$ cat src/rtl/display_scan_controller_pkg.sv
`default_nettype none
// ============================================================================
// Module   : display_scan_controller_pkg
// Purpose  : Shared constants, types and helper functions for the display
//            scan controller. This includes the BCD digit vector, the
//            conversion FSM state type, the add-3 correction and the
//            leading-zero test.
// Ports    : none (package)
// Revision : 1.0 - initial release
// ============================================================================
package display_scan_controller_pkg;

  localparam int DIGITS    = 4;
  localparam int VALUE_W   = 14;
  localparam int MAX_VALUE = 9999;
  localparam int BCD_W     = 4 * DIGITS;

  typedef enum logic [1:0] {
    ST_IDLE   = 2'd0,
    ST_CONV   = 2'd1,
    ST_COMMIT = 2'd2
  } conv_state_e;

  // Element 0 holds the units digit.
  typedef logic [DIGITS-1:0][3:0] bcd4_t;

  // Double-dabble correction: any nibble of 5 or more gets +3 before the shift.
  function automatic bcd4_t add3(input bcd4_t a);
    bcd4_t r;
    r = a;
    for (int j = 0; j < DIGITS; j++) begin
      if (a[j] >= 4'd5) r[j] = a[j] + 4'd3;
    end
    return r;
  endfunction

  // True when digit idx is a leading zero. This means idx is above the units
  // position and every digit from idx up to the top digit is zero.
  function automatic logic blank_digit(input bcd4_t shown, input logic [1:0] idx);
    logic blank;
    blank = (idx != 2'd0);
    for (int j = 0; j < DIGITS; j++) begin
      if ((j >= int'(idx)) && (shown[j] != 4'd0)) blank = 1'b0;
    end
    return blank;
  endfunction

endpackage
`default_nettype wire

$ cat src/rtl/display_scan_controller_if.sv
`default_nettype none
// ============================================================================
// Module   : display_scan_controller_if
// Purpose  : Bundles the value/load handshake and the display outputs of the
//            scan controller.
// Ports    : value, load, display_on        (producer -> controller)
//            busy, done, overflow           (controller -> producer)
//            digit, digit_en, anode         (controller -> decoder/pins)
//            master = producer side, slave = controller side
// Revision : 1.0 - initial release
// ============================================================================
interface display_scan_controller_if;
  import display_scan_controller_pkg::*;

  logic [VALUE_W-1:0] value;
  logic               load;
  logic               display_on;
  logic               busy;
  logic               done;
  logic               overflow;
  logic [3:0]         digit;
  logic               digit_en;
  logic [3:0]         anode;

  modport master (
    output value, load, display_on,
    input  busy, done, overflow, digit, digit_en, anode
  );

  modport slave (
    input  value, load, display_on,
    output busy, done, overflow, digit, digit_en, anode
  );

endinterface
`default_nettype wire

$ cat src/rtl/display_scan_controller_bin_to_bcd_seq.sv
`default_nettype none
// ============================================================================
// Module   : bin_to_bcd_seq
// Purpose  : Sequential double-dabble converter that performs one
//            shift-add-3 step per clock. The finished BCD result is copied
//            atomically into the shown-digit register.
// Ports    : clk, rst      clock / async active-high reset
//            value, load   binary input and single-cycle capture request
//            busy          conversion in progress (loads ignored)
//            done          one-cycle pulse when shown digits update
//            overflow      last accepted value was saturated to 9999
//            shown         digits currently visible on the display
// Revision : 1.0 - initial release
// ============================================================================
module bin_to_bcd_seq
  import display_scan_controller_pkg::*;
(
  input  wire logic               clk,
  input  wire logic               rst,
  input  wire logic [VALUE_W-1:0] value,
  input  wire logic               load,
  output logic                    busy,
  output logic                    done,
  output logic                    overflow,
  output bcd4_t                   shown
);

  localparam logic [VALUE_W-1:0] C_MAX_VALUE = VALUE_W'(MAX_VALUE);
  localparam logic [3:0]         C_LAST_ITER = 4'(VALUE_W - 1);

  conv_state_e        state_q, state_d;
  logic [VALUE_W-1:0] bin_q, bin_d;
  logic [BCD_W-1:0]   acc_q, acc_d;
  logic [3:0]         cnt_q, cnt_d;
  logic               busy_q, busy_d;
  logic               done_q, done_d;
  logic               overflow_q, overflow_d;
  bcd4_t              shown_q, shown_d;

  logic [BCD_W-1:0]   acc_adj;
  logic [BCD_W-1:0]   acc_next;

  always_comb begin
    acc_adj  = add3(acc_q);
    acc_next = {acc_adj[BCD_W-2:0], bin_q[VALUE_W-1]};
  end

  always_comb begin
    state_d    = state_q;
    bin_d      = bin_q;
    acc_d      = acc_q;
    cnt_d      = cnt_q;
    busy_d     = busy_q;
    done_d     = 1'b0;
    overflow_d = overflow_q;
    shown_d    = shown_q;
    case (state_q)
      // COMMIT is the cycle in which done is visible and busy is already
      // low, so it accepts a new load exactly like IDLE.
      ST_IDLE, ST_COMMIT: begin
        state_d = ST_IDLE;
        if (load) begin
          if (value > C_MAX_VALUE) begin
            bin_d      = C_MAX_VALUE;
            overflow_d = 1'b1;
          end else begin
            bin_d      = value;
            overflow_d = 1'b0;
          end
          acc_d   = '0;
          cnt_d   = '0;
          busy_d  = 1'b1;
          state_d = ST_CONV;
        end
      end
      ST_CONV: begin
        acc_d = acc_next;
        bin_d = {bin_q[VALUE_W-2:0], 1'b0};
        cnt_d = cnt_q + 4'd1;
        // The last iteration's result goes straight into the shown register
        // so the digits appear together with the done pulse.
        if (cnt_q == C_LAST_ITER) begin
          shown_d = bcd4_t'(acc_next);
          done_d  = 1'b1;
          busy_d  = 1'b0;
          state_d = ST_COMMIT;
        end
      end
      default: state_d = ST_IDLE;
    endcase
  end

  always_ff @(posedge clk or posedge rst) begin
    if (rst) begin
      state_q    <= ST_IDLE;
      bin_q      <= '0;
      acc_q      <= '0;
      cnt_q      <= '0;
      busy_q     <= 1'b0;
      done_q     <= 1'b0;
      overflow_q <= 1'b0;
      shown_q    <= '0;
    end else begin
      state_q    <= state_d;
      bin_q      <= bin_d;
      acc_q      <= acc_d;
      cnt_q      <= cnt_d;
      busy_q     <= busy_d;
      done_q     <= done_d;
      overflow_q <= overflow_d;
      shown_q    <= shown_d;
    end
  end

  assign busy     = busy_q;
  assign done     = done_q;
  assign overflow = overflow_q;
  assign shown    = shown_q;

endmodule
`default_nettype wire

$ cat src/rtl/display_scan_controller.sv
`default_nettype none
// ============================================================================
// Module   : display_scan_controller
// Purpose  : Converts a binary value to four BCD digits and time-multiplexes
//            them onto one seven-segment decoder. Leading zeros can
//            optionally be blanked.
// Ports    : clk, rst   clock / async active-high reset
//            bus        slave side of display_scan_controller_if
//                       (value, load, display_on in; busy, done, overflow,
//                        digit, digit_en, anode out)
// Params   : REFRESH_DIV    clocks per digit slot (>= 2)
//            BLANK_LEADING  1 = suppress leading zeros
// Revision : 1.0 - initial release
// ============================================================================
module display_scan_controller
  import display_scan_controller_pkg::*;
#(
  parameter int REFRESH_DIV   = 50000,
  parameter bit BLANK_LEADING = 1'b1
) (
  input  wire logic clk,
  input  wire logic rst,
  display_scan_controller_if.slave bus
);

  localparam int             PRE_W  = $clog2(REFRESH_DIV);
  localparam logic [PRE_W-1:0] C_PRE_TC = PRE_W'(REFRESH_DIV - 1);

  logic             conv_busy;
  logic             conv_done;
  logic             conv_overflow;
  bcd4_t            shown;

  logic [PRE_W-1:0] pre_q, pre_d;
  logic [1:0]       idx_q, idx_d;
  logic [3:0]       digit_q, digit_d;
  logic             digit_en_q, digit_en_d;
  logic [3:0]       anode_q, anode_d;

  bin_to_bcd_seq u_conv (
    .clk      (clk),
    .rst      (rst),
    .value    (bus.value),
    .load     (bus.load),
    .busy     (conv_busy),
    .done     (conv_done),
    .overflow (conv_overflow),
    .shown    (shown)
  );

  // The prescaler and scan index free-run regardless of display_on and
  // conversion activity.
  always_comb begin
    pre_d = pre_q + PRE_W'(1);
    idx_d = idx_q;
    if (pre_q == C_PRE_TC) begin
      pre_d = '0;
      idx_d = idx_q + 2'd1;
    end
  end

  // The output stage samples the current index and shown digits. A COMMIT
  // that coincides with a scan advance is therefore seen by the new slot.
  always_comb begin
    digit_d    = shown[idx_q];
    anode_d    = 4'b1111;
    digit_en_d = 1'b0;
    if (bus.display_on) begin
      anode_d    = ~(4'b0001 << idx_q);
      digit_en_d = !(BLANK_LEADING && blank_digit(shown, idx_q));
    end
  end

  always_ff @(posedge clk or posedge rst) begin
    if (rst) begin
      pre_q      <= '0;
      idx_q      <= '0;
      digit_q    <= '0;
      digit_en_q <= 1'b0;
      anode_q    <= 4'b1111;
    end else begin
      pre_q      <= pre_d;
      idx_q      <= idx_d;
      digit_q    <= digit_d;
      digit_en_q <= digit_en_d;
      anode_q    <= anode_d;
    end
  end

  assign bus.busy     = conv_busy;
  assign bus.done     = conv_done;
  assign bus.overflow = conv_overflow;
  assign bus.digit    = digit_q;
  assign bus.digit_en = digit_en_q;
  assign bus.anode    = anode_q;

endmodule
`default_nettype wire

$ cat src/flat_wrapper.sv
// flat-port wrapper written by rule: the top's interface ports become plain ports
module display_scan_controller_flat import display_scan_controller_pkg::*;
#(
  parameter int REFRESH_DIV   = 50000,
  parameter bit BLANK_LEADING = 1'b1
)
  (clk, rst, bus_value, bus_load, bus_display_on, bus_busy, bus_done, bus_overflow, bus_digit, bus_digit_en, bus_anode);
  display_scan_controller_if bus_i ();
  input  wire logic clk;
  input  wire logic rst;
  input wire logic [$bits(bus_i.value)-1:0] bus_value;
  input wire logic [$bits(bus_i.load)-1:0] bus_load;
  input wire logic [$bits(bus_i.display_on)-1:0] bus_display_on;
  output wire logic [$bits(bus_i.busy)-1:0] bus_busy;
  output wire logic [$bits(bus_i.done)-1:0] bus_done;
  output wire logic [$bits(bus_i.overflow)-1:0] bus_overflow;
  output wire logic [$bits(bus_i.digit)-1:0] bus_digit;
  output wire logic [$bits(bus_i.digit_en)-1:0] bus_digit_en;
  output wire logic [$bits(bus_i.anode)-1:0] bus_anode;
  assign bus_i.value = bus_value;
  assign bus_i.load = bus_load;
  assign bus_i.display_on = bus_display_on;
  assign bus_busy = bus_i.busy;
  assign bus_done = bus_i.done;
  assign bus_overflow = bus_i.overflow;
  assign bus_digit = bus_i.digit;
  assign bus_digit_en = bus_i.digit_en;
  assign bus_anode = bus_i.anode;
  display_scan_controller #(.REFRESH_DIV(REFRESH_DIV), .BLANK_LEADING(BLANK_LEADING)) u_core (.clk(clk), .rst(rst), .bus(bus_i));
endmodule
$ cat config.mk
export PLATFORM = sky130hd
export DESIGN_NAME = display_scan_controller_flat
export DESIGN_NICKNAME = d
export VERILOG_FILES = /design/src/rtl/display_scan_controller_pkg.sv /design/src/rtl/display_scan_controller_if.sv /design/src/rtl/display_scan_controller_bin_to_bcd_seq.sv /design/src/rtl/display_scan_controller.sv /design/src/flat_wrapper.sv
export SDC_FILE = /design/constraint.sdc
export NUM_CORES = 1
export LEC_CHECK = 0
export ABC_AREA = 1
export CAP_MARGIN = 5
export CORE_MARGIN = 2
export CORE_UTILIZATION = 50
export DETAILED_ROUTE_END_ITERATION = 10
export HOLD_SLACK_MARGIN = 0.06
export PLACE_DENSITY = 0.7
export SKIP_CTS_REPAIR_TIMING = 1
export SYNTH_ARGS = -nofsm -noshare
export SYNTH_HDL_FRONTEND = slang
export SYNTH_SLANG_ARGS = --single-unit
$ cat constraint.sdc
create_clock -name clk -period 3.8 [get_ports clk]
set_input_delay 0.76 -clock clk [delete_from_list [all_inputs] [get_ports clk]]
set_output_delay 0.76 -clock clk [all_outputs]
set_load 0.005 [all_outputs]
* After elaboration in Yosys (flattened, before gate mapping)
Index checks and enable logic that the tools add are counted. Widths: inputs -> output; s select.
Word-level totals: input port bits 18, logic and storage cells 86, register bits 82
Operators by class: eq/ne operators 6, bitwise gates (word level) 1, reduce and logical (&&, ||, !) cells 16, $lt $le $gt $ge 9, shift operators 1, multiplexer cells 30, add/subtract/negate cells 7
Operators with widths (number):
- $mux 16 | 2
- $pmux 16 s2 | 1
- $mux 14 | 2
- $pmux 14 s2 | 1
- $mux 4 | 6
- $add 16x1->16 const B | 1
- $eq 16x16->1 const B | 1
- $ge 4x3->1 const B | 4
- $reduce_bool 4->1 | 4
- $gt 14x14->1 const B | 1
- $add 4x2->4 const B | 3
- $mux 1 | 12
- $bmux 4 s2 | 1
- $pmux 4 s2 | 1
- $reduce_and 2->1 | 3
- $add 4x1->4 const B | 1
- $eq 4x4->1 const B | 1
- $ge 1x2->1 const A | 2
- $ne 2x2->1 const B | 2
- $not 4->4 | 1
- $pmux 2 s2 | 1
- $reduce_bool 2->1 | 2
- $shl 1x2->4 const A | 1
- $add 3x2->3 const B | 1
- other kinds (13) | 15

* Logic depth before layout (Yosys ltp)
Gate-level depths: netlist of run 1.
depth after elaboration 9, gate-level depth with buffers 9, mapped depth without buffers 9

* Cells and area by module
Synthesis of run 1 repeated with hierarchy kept, for this count alone.
Unflattened totals: cells, all modules 514, area total of the unflattened synthesis 4105.2 um2
Modules (own cells, without submodules):
- bin_to_bcd_seq | area each 2673.8 um2, times used 1, cells each 333
- display_scan_controller | area each 1431.4 um2, times used 1, cells each 181

* Worst setup path before layout of run 1
OpenSTA, ideal clock, no wires.
path kind input -> register, start in bus_value[4], end reg u_core.u_conv.bin_q[1], required time 3.684 ns, stages on the path 9, data arrival time 1.364 ns, slack 2.320 ns, cell sequence nor2_1 -> nand2_1 -> nand2_1 -> nand2_1 -> nand2_1 -> buf_2 -> nand2_1 -> nand2_1 -> nand2_1
On the way: cells in the longest elaborated chain, start to end 4
Ends and longest elaborated chain:
- from (decl) | line flat_wrapper.sv:11 | input wire logic [$bits(bus_i.value)-1:0] bus_value;
- $gt 14x14->1 | line display_scan_controller_bin_to_bcd_seq.sv:63 | if (value > C_MAX_VALUE) begin
- $mux 14 | line display_scan_controller_bin_to_bcd_seq.sv:63
- $mux 14 | line display_scan_controller_bin_to_bcd_seq.sv:62 | if (load) begin
- $pmux 14 s2 | line display_scan_controller_bin_to_bcd_seq.sv:57 | case (state_q)
- to (signal assigned) | line display_scan_controller_bin_to_bcd_seq.sv:105 | bin_q <= bin_d;
- to (decl) | line display_scan_controller_bin_to_bcd_seq.sv:32 | logic [VALUE_W-1:0] bin_q, bin_d;
No other way between the ends. The select of a mux whose other input is x is not followed. A chain may end at the register's enable or synchronous reset.

* Worst setup path after layout of run 1
start reg u_core.anode_q[2] (netlist: u_core.bus.anode[2]), end out bus_anode[2]
RTL lines:
- from (decl) | line display_scan_controller.sv:38 | logic [3:0] anode_q, anode_d;
- from (signal assigned) | line display_scan_controller.sv:86 | anode_q <= anode_d;
- to (decl) | line flat_wrapper.sv:19 | output wire logic [$bits(bus_i.anode)-1:0] bus_anode;
No word-level cell between the ends.

==> results.toml, run 1 <==
[pwr]
seqPwrFrac_pct = 42.7
clkPwrFrac_pct = 18.8
switching_share_pct = 39.5
power_switching_w = 0.00127
cell_internal_pwr_w = 0.00194
leakage_nw = 2.31
combPwrFrac_pct = 38.5
powerDensity_nw_per_um2 = 685
vdd_drop_max_uv = 291

[timing]
finalHoldViolCount = 0
relSlewSlack_pct = 39.1
rsz0062_at_grt = "no"
tightest_slew_ns = 0.914
setup_tns_ns = 0
period_needed_ns = 2.13
timing.hold.ws_ns = 0.485
drv_slew = 0
period_share_pct = 56.0
finClkSkew_ns = 0.00736
max_freq_mhz = 470
setup_viol = 0

[die]
coreArea_um2 = 8130
io_pins = 30
fp.dieW_um = 95.2
die_height_um = 95.2
die_area_um2 = 9070
std_cell_rows = 33
start_util_pct = 51.2

[final_layout]
area.growth.synth_to_final_pct = 12.8
fin_area_um2 = 4700
final_nets = 572
n_antenna_cell = 0
drive_gt1_share_pct = 8.46
utilization_pct = 57.7

[routing]
drc = 0
initialDrtViolationCount = 180
final_antenna_net_count = 0
vias = 3282
postRouteWirelength_um = 8040
wire_per_inst_um = 12.4
via_per_inst = 5.06
firstDrtPassIters = 5

[setup_path]
cpPeakStageDelay_ns = 0.52
cpLargestDelayFamily = "flip-flops"
crit_slowest_cell = "dfstp_2"
crit_required_ns = 3.04
startpoint_type = "register"
cp_max_fo = 1
crit_type = "reg -> out"
worstPathCellList = "clkdlybuf4s50_1"
worst-path-buf-inv = 1
crit_arrival_ns = 1.37
worst_setup_path_end_kind = "output port"

[yosys]
synth_top_flop_cell = "dfrtp_1"
ys_top_cells_by_area = "dfrtp_1, nand2_1, inv_1, nor2_1, o21ai_0"
ys_warn_count = 0
ys_ff_latch = 82
synth_edf_count = 0
async_flop_share_pct = 100
syn_area_um2 = 4160
syn_nets = 542
synth_cells = 509
avgSynthCellArea_um2 = 8.18
synth_top_area_share_pct = 46.9
yosysSeqAreaShare_pct = 49.4
yosys.area.top_type = "dfrtp_1"
ys_types = 31

[placement]
hpwlAfterDp_um = 5720
numPortBuffers = 29
gp_routability_congestion = 0.792
place_area_um2 = 4510

[clocking]
clock-sinks = 82
cts_made_buffers = 9
root_buffer = "clkbuf_8"
cts.path.max_buffers = 2
clk_latency_ns = 0.35
htreeDepth = 3
cts_tree = "done"
cts.reportedPaths.clkPinSlew_ns = 0.08

[grt]
grt.total_usage_pct = 19.9
grt_max_degree = 53
overflow = 0
grt_pass1_vias = 3144
antenna_found_initial = 0
grt_pass1_wl_um = 14000

[run]
cap_violations = 0

[status]
status = "finished, final reports clean"

[min_path]
holdCritPathClass = "reg -> reg"
==> power groups by stage <==
| stage | registers [W] | clock network [W] | logic, W |
|---|---|---|---|
| after floorplan | 0.00134 | 0 | 0.000980 |
| after global placement | 0.00138 | 0 | 0.00119 |
| after detailed placement | 0.00139 | 0 | 0.00124 |
| after CTS | 0.00137 | 0.000621 | 0.00125 |
| after global routing | 0.00141 | 0.000663 | 0.00144 |
| final | 0.00137 | 0.000604 | 0.00124 |
==> layer usage <==
layer,global-route usage (%),part of all wire (%),vias to the layer above
li1,-,-,1677
met1,26.0,48,1536
met2,33.0,47,56
met3,4.11,3.5,13
met4,6.88,1.6,0
met5,0,0,-
==> flip-flops by register name, indices dropped and copies added, names as in the netlist <==
name                    cells
u_core.bus.digit_en         1
u_core.idx_q                2
u_core.u_conv.busy          1
u_core.u_conv.done          1
u_core.u_conv.acc_q        16
u_core.u_conv.overflow      1
u_core.bus.anode            4
u_core.u_conv.bin_q        14
u_core.u_conv.shown        16
u_core.u_conv.cnt_q         4
u_core.u_conv.state_q       2
u_core.pre_q               16
u_core.bus.digit            4
==> area by class of cell <==
class	count	area (um^2)
tap	105	131
sequential	82	2060
timing repair buffer	31	305
inverter	65	255
clock inverter	3	21.3
clock buffer	13	169
multi-input combinational	350	1760
fill	736	3440
==> placed cells by master, fill, tap and decap left out, types with 2 or more instances in the layout <==
cell and count:
nand4_1 3, dfrtp_1 78, ha_1 15, nor2_2 4, clkdlybuf4s50_1 29, nor2_1 53
o22ai_2 4, inv_1 60, dfstp_2 4, clkbuf_8 12, o21ai_1 5, xor2_1 9
clkinv_2 2, nor3_1 2, nand3_1 38, buf_4 2, inv_6 2, inv_2 2
a21oi_1 4, nand2_2 8, o22ai_1 8, o21ai_0 39, o21bai_1 3, nand2_1 149
==> metrics by stage <==
step                power (W)  cells  setup WS, ns
floorplan             0.00232    509         0.938
global placement      0.00258    633          1.37
detailed placement    0.00263    633          1.32
CTS                   0.00324    649          1.65
global route          0.00352    649          1.48
finish                0.00322    649          1.67
==> Yosys cell counts, types with 4 or more instances <==
master / count
a21oi_1: 4
buf_2: 6
dfrtp_1: 78
dfstp_2: 4
ha_1: 15
inv_1: 61
nand2_1: 149
nand2_2: 8
nand3_1: 38
nor2_1: 53
nor2_2: 4
o21ai_0: 39
o21ai_1: 5
o22ai_1: 8
o22ai_2: 4
xor2_1: 9
==> kinds of logic after synthesis <==
kind of cell / after synthesis / share of synthesized area (%)
flip-flops: 82 / 49.4
adder cells (fa/ha/maj): 15 / 4.51
buffers and inverters: 77 / 8.36
XOR/XNOR: 10 / 2.10
AND/OR/NAND/NOR: 260 / 26.5
AO/OA/AOI/OAI: 65 / 9.14
==> path summary, 6_finish.rpt <==
kind	from	endpoint	slack [ns]	cells past startpoint
max	u_core.bus.anode[2]	bus_anode[2]	1.67	1
min	u_core.u_conv.bin_q[2]	u_core.u_conv.bin_q[2]	0.48	2
max reg2reg	u_core.u_conv.state_q[0]	u_core.u_conv.bin_q[11]	2.13	6
min reg2reg	u_core.u_conv.bin_q[2]	u_core.u_conv.bin_q[2]	0.48	2
max in group asynchronous	rst	u_core.u_conv.acc_q[3]	2.16	3
min in group asynchronous	rst	u_core.pre_q[3]	0.89	2
Note: power is estimated with default switching activity, not from simulation.
==> inputs of run 2 (changes only) <==
--- a/config.mk
+++ b/config.mk
@@ -11,7 +11,7 @@
 export CORE_UTILIZATION = 50
 export DETAILED_ROUTE_END_ITERATION = 10
 export HOLD_SLACK_MARGIN = 0.06
-export PLACE_DENSITY = 0.7
+export PLACE_DENSITY = 0.72
 export SKIP_CTS_REPAIR_TIMING = 1
 export SYNTH_ARGS = -nofsm -noshare
 export SYNTH_HDL_FRONTEND = slang
==> constraint.sdc (replaced) <==
create_clock -name clk -period 1.8 [get_ports clk]
set_input_delay 0.36 -clock clk [delete_from_list [all_inputs] [get_ports clk]]
set_output_delay 0.36 -clock clk [all_outputs]
set_load 0.005 [all_outputs]
==> run 2 against run 1 <==
Cell area up 1.3%. Cell count is 0.77% higher. Flip-flop and latch count did not move. Wire length is 1.4% lower. Register-to-register slack got worse by 1.8 ns. Critical path depth did not move. Total power up 110%. Clock skew hardly changed. Clock-buffer cell count is 2 lower. Combinational power is 120% higher. First-iteration DRC count down 14%. Critical path type unchanged. Largest cell class unchanged.
==> results.toml, run 2 (synthesis gave the netlist of run 1 again) <==
[clocking]
root_buffer = "clkbuf_8"
cts.reportedPaths.clkPinSlew_ns = 0.08
clk_latency_ns = 0.34
htreeDepth = 3
cts_tree = "done"
cts.path.max_buffers = 2
clock-sinks = 82
cts_made_buffers = 9

[die]
start_util_pct = 51.2
std_cell_rows = 33
die_height_um = 95.2
fp.dieW_um = 95.2
io_pins = 30
coreArea_um2 = 8130
die_area_um2 = 9070

[pwr]
total_power_w = 0.00687
leakage_nw = 2.33
power_switching_w = 0.00269
cell_internal_pwr_w = 0.00418
powerDensity_nw_per_um2 = 1440
combPwrFrac_pct = 39.1
clkPwrFrac_pct = 18.6
seqPwrFrac_pct = 42.3
switching_share_pct = 39.1
vdd_drop_max_uv = 663

[placement]
place_ws_ns = 0.101
numPortBuffers = 29
gp_routability_congestion = 0.792
hpwlAfterDp_um = 5750

[setup_path]
crit_arrival_ns = 1.35
crit_slowest_cell = "dfstp_2"
worstPathCellList = "clkdlybuf4s50_1"
reg2reg_depth = 9
worst-path-buf-inv = 1
worst_setup_path_end_kind = "output port"
crit_type = "reg -> out"
cpLargestDelayFamily = "flip-flops"
cp.depth = 1
crit_required_ns = 1.44
cp_max_fo = 1
startpoint_type = "register"
cpPeakStageDelay_ns = 0.52

[timing]
relSlewSlack_pct = 66.8
tightest_slew_ns = 0.497
max_freq_mhz = 585
setup_viol = 0
setup_tns_ns = 0
period_needed_ns = 1.71
drv_slew = 0
finalWorstSetupSlack_ns = 0.0914
rsz0062_at_grt = "no"
finalHoldViolCount = 0
period_share_pct = 94.9
finClkSkew_ns = 0.00766

[routing]
postRouteWirelength_um = 7920
wire_per_inst_um = 12.1
vias = 3292
drc = 0
final_antenna_net_count = 0
initialDrtViolationCount = 155
firstDrtPassIters = 4
via_per_inst = 5.03

[final_layout]
n_antenna_cell = 0
final_nets = 577
final_cell_mix = "nand2_1, dfrtp_1, inv_1"
drive_gt1_share_pct = 9.11
layout.cells.most_common = "nand2_1"
area.growth.synth_to_final_pct = 14.3

[run]
cap_violations = 0

[grt]
overflow = 0
grt_pass1_vias = 3165
grt.total_usage_pct = 19.5
antenna_found_initial = 0
grt_pass1_wl_um = 14000
grt_max_degree = 47

[min_path]
holdCritPathClass = "in -> async"

[status]
status = "finished, final reports clean"
run 2: changes by cell type in the layout (fill, tap and decap cells not counted):
cell,before,now
buf_12,0,2
inv_6,2,1
buf_4,2,5
clkinvlp_4,1,3
bufinv_16,0,1
clkbuf_8,12,9
clkbuf_1,1,2
run 2: metrics by stage:
| stage | hold WS, ns | instances | cell area, um^2 | util [%] |
|---|---|---|---|---|
| 2_1_floorplan | 0.399 | 509 | 4170 | - |
| 3_3_place_gp | 0.464 | 638 | 4570 | 56.2 |
| 3_5_place_dp | 0.466 | 638 | 4570 | 56.2 |
| 4_1_cts | 0.302 | 654 | 4760 | 58.5 |
| 5_1_grt | 0.313 | 654 | 4760 | 58.5 |
| 6_report | 0.298 | 654 | 4760 | 58.5 |
run 2: power by group through the flow:
stage / Clock [W] / Sequential (W) / Combinational, W
after global routing: 0.00141 / 0.00298 / 0.00313
after floorplan: 0 / 0.00283 / 0.00207
after CTS: 0.00133 / 0.00290 / 0.00271
after detailed placement: 0 / 0.00293 / 0.00269
after global placement: 0 / 0.00291 / 0.00259
final: 0.00128 / 0.00291 / 0.00268
run 2: worst register-to-register path, delay by kind of cell (launching register included):
family                     cells  cell delay (ns)
and+or+nand+nor                4             0.32
buffers and inverters          3             0.26
DFF                            1             0.43
adders and majority gates      1             0.18
AOI/OAI and AO/OA              1             0.20
run 2: path summary, 6_finish.rpt:
kind / startpoint / endpoint / slack (ns)
setup reg to reg: u_core.u_conv.acc_q[8] / u_core.u_conv.acc_q[9] / 0.30
max in group asynchronous: rst / u_core.bus.digit[3] / 0.99
hold reg to reg: u_core.u_conv.bin_q[1] / u_core.u_conv.bin_q[1] / 0.49
setup / recovery: u_core.bus.anode[0] / bus_anode[0] / 0.09
hold / removal: rst / u_core.u_conv.bin_q[5] / 0.30
min in group clk: u_core.u_conv.bin_q[1] / u_core.u_conv.bin_q[1] / 0.49
run 2: final cells by class:
type / instances / area (um^2)
clock buffer: 11 / 131
clock inverter: 5 / 55.1
fill: 712 / 3380
inverter: 65 / 258
multi-input combinational: 350 / 1760
sequential: 82 / 2060
tap: 105 / 131
timing repair buffer: 36 / 368
run 2: routing by layer:
layer | GRT usage (%) | routed length [um] | part of all wire, % | vias to the layer above
li1 | - | - | - | 1672
met1 | 25.3 | 3640 | 46 | 1565
met2 | 33.7 | 3950 | 50 | 50
met3 | 3.16 | 275 | 3.5 | 5
met4 | 5.68 | 57 | 0.72 | 0
met5 | 0 | 0 | 0 | -
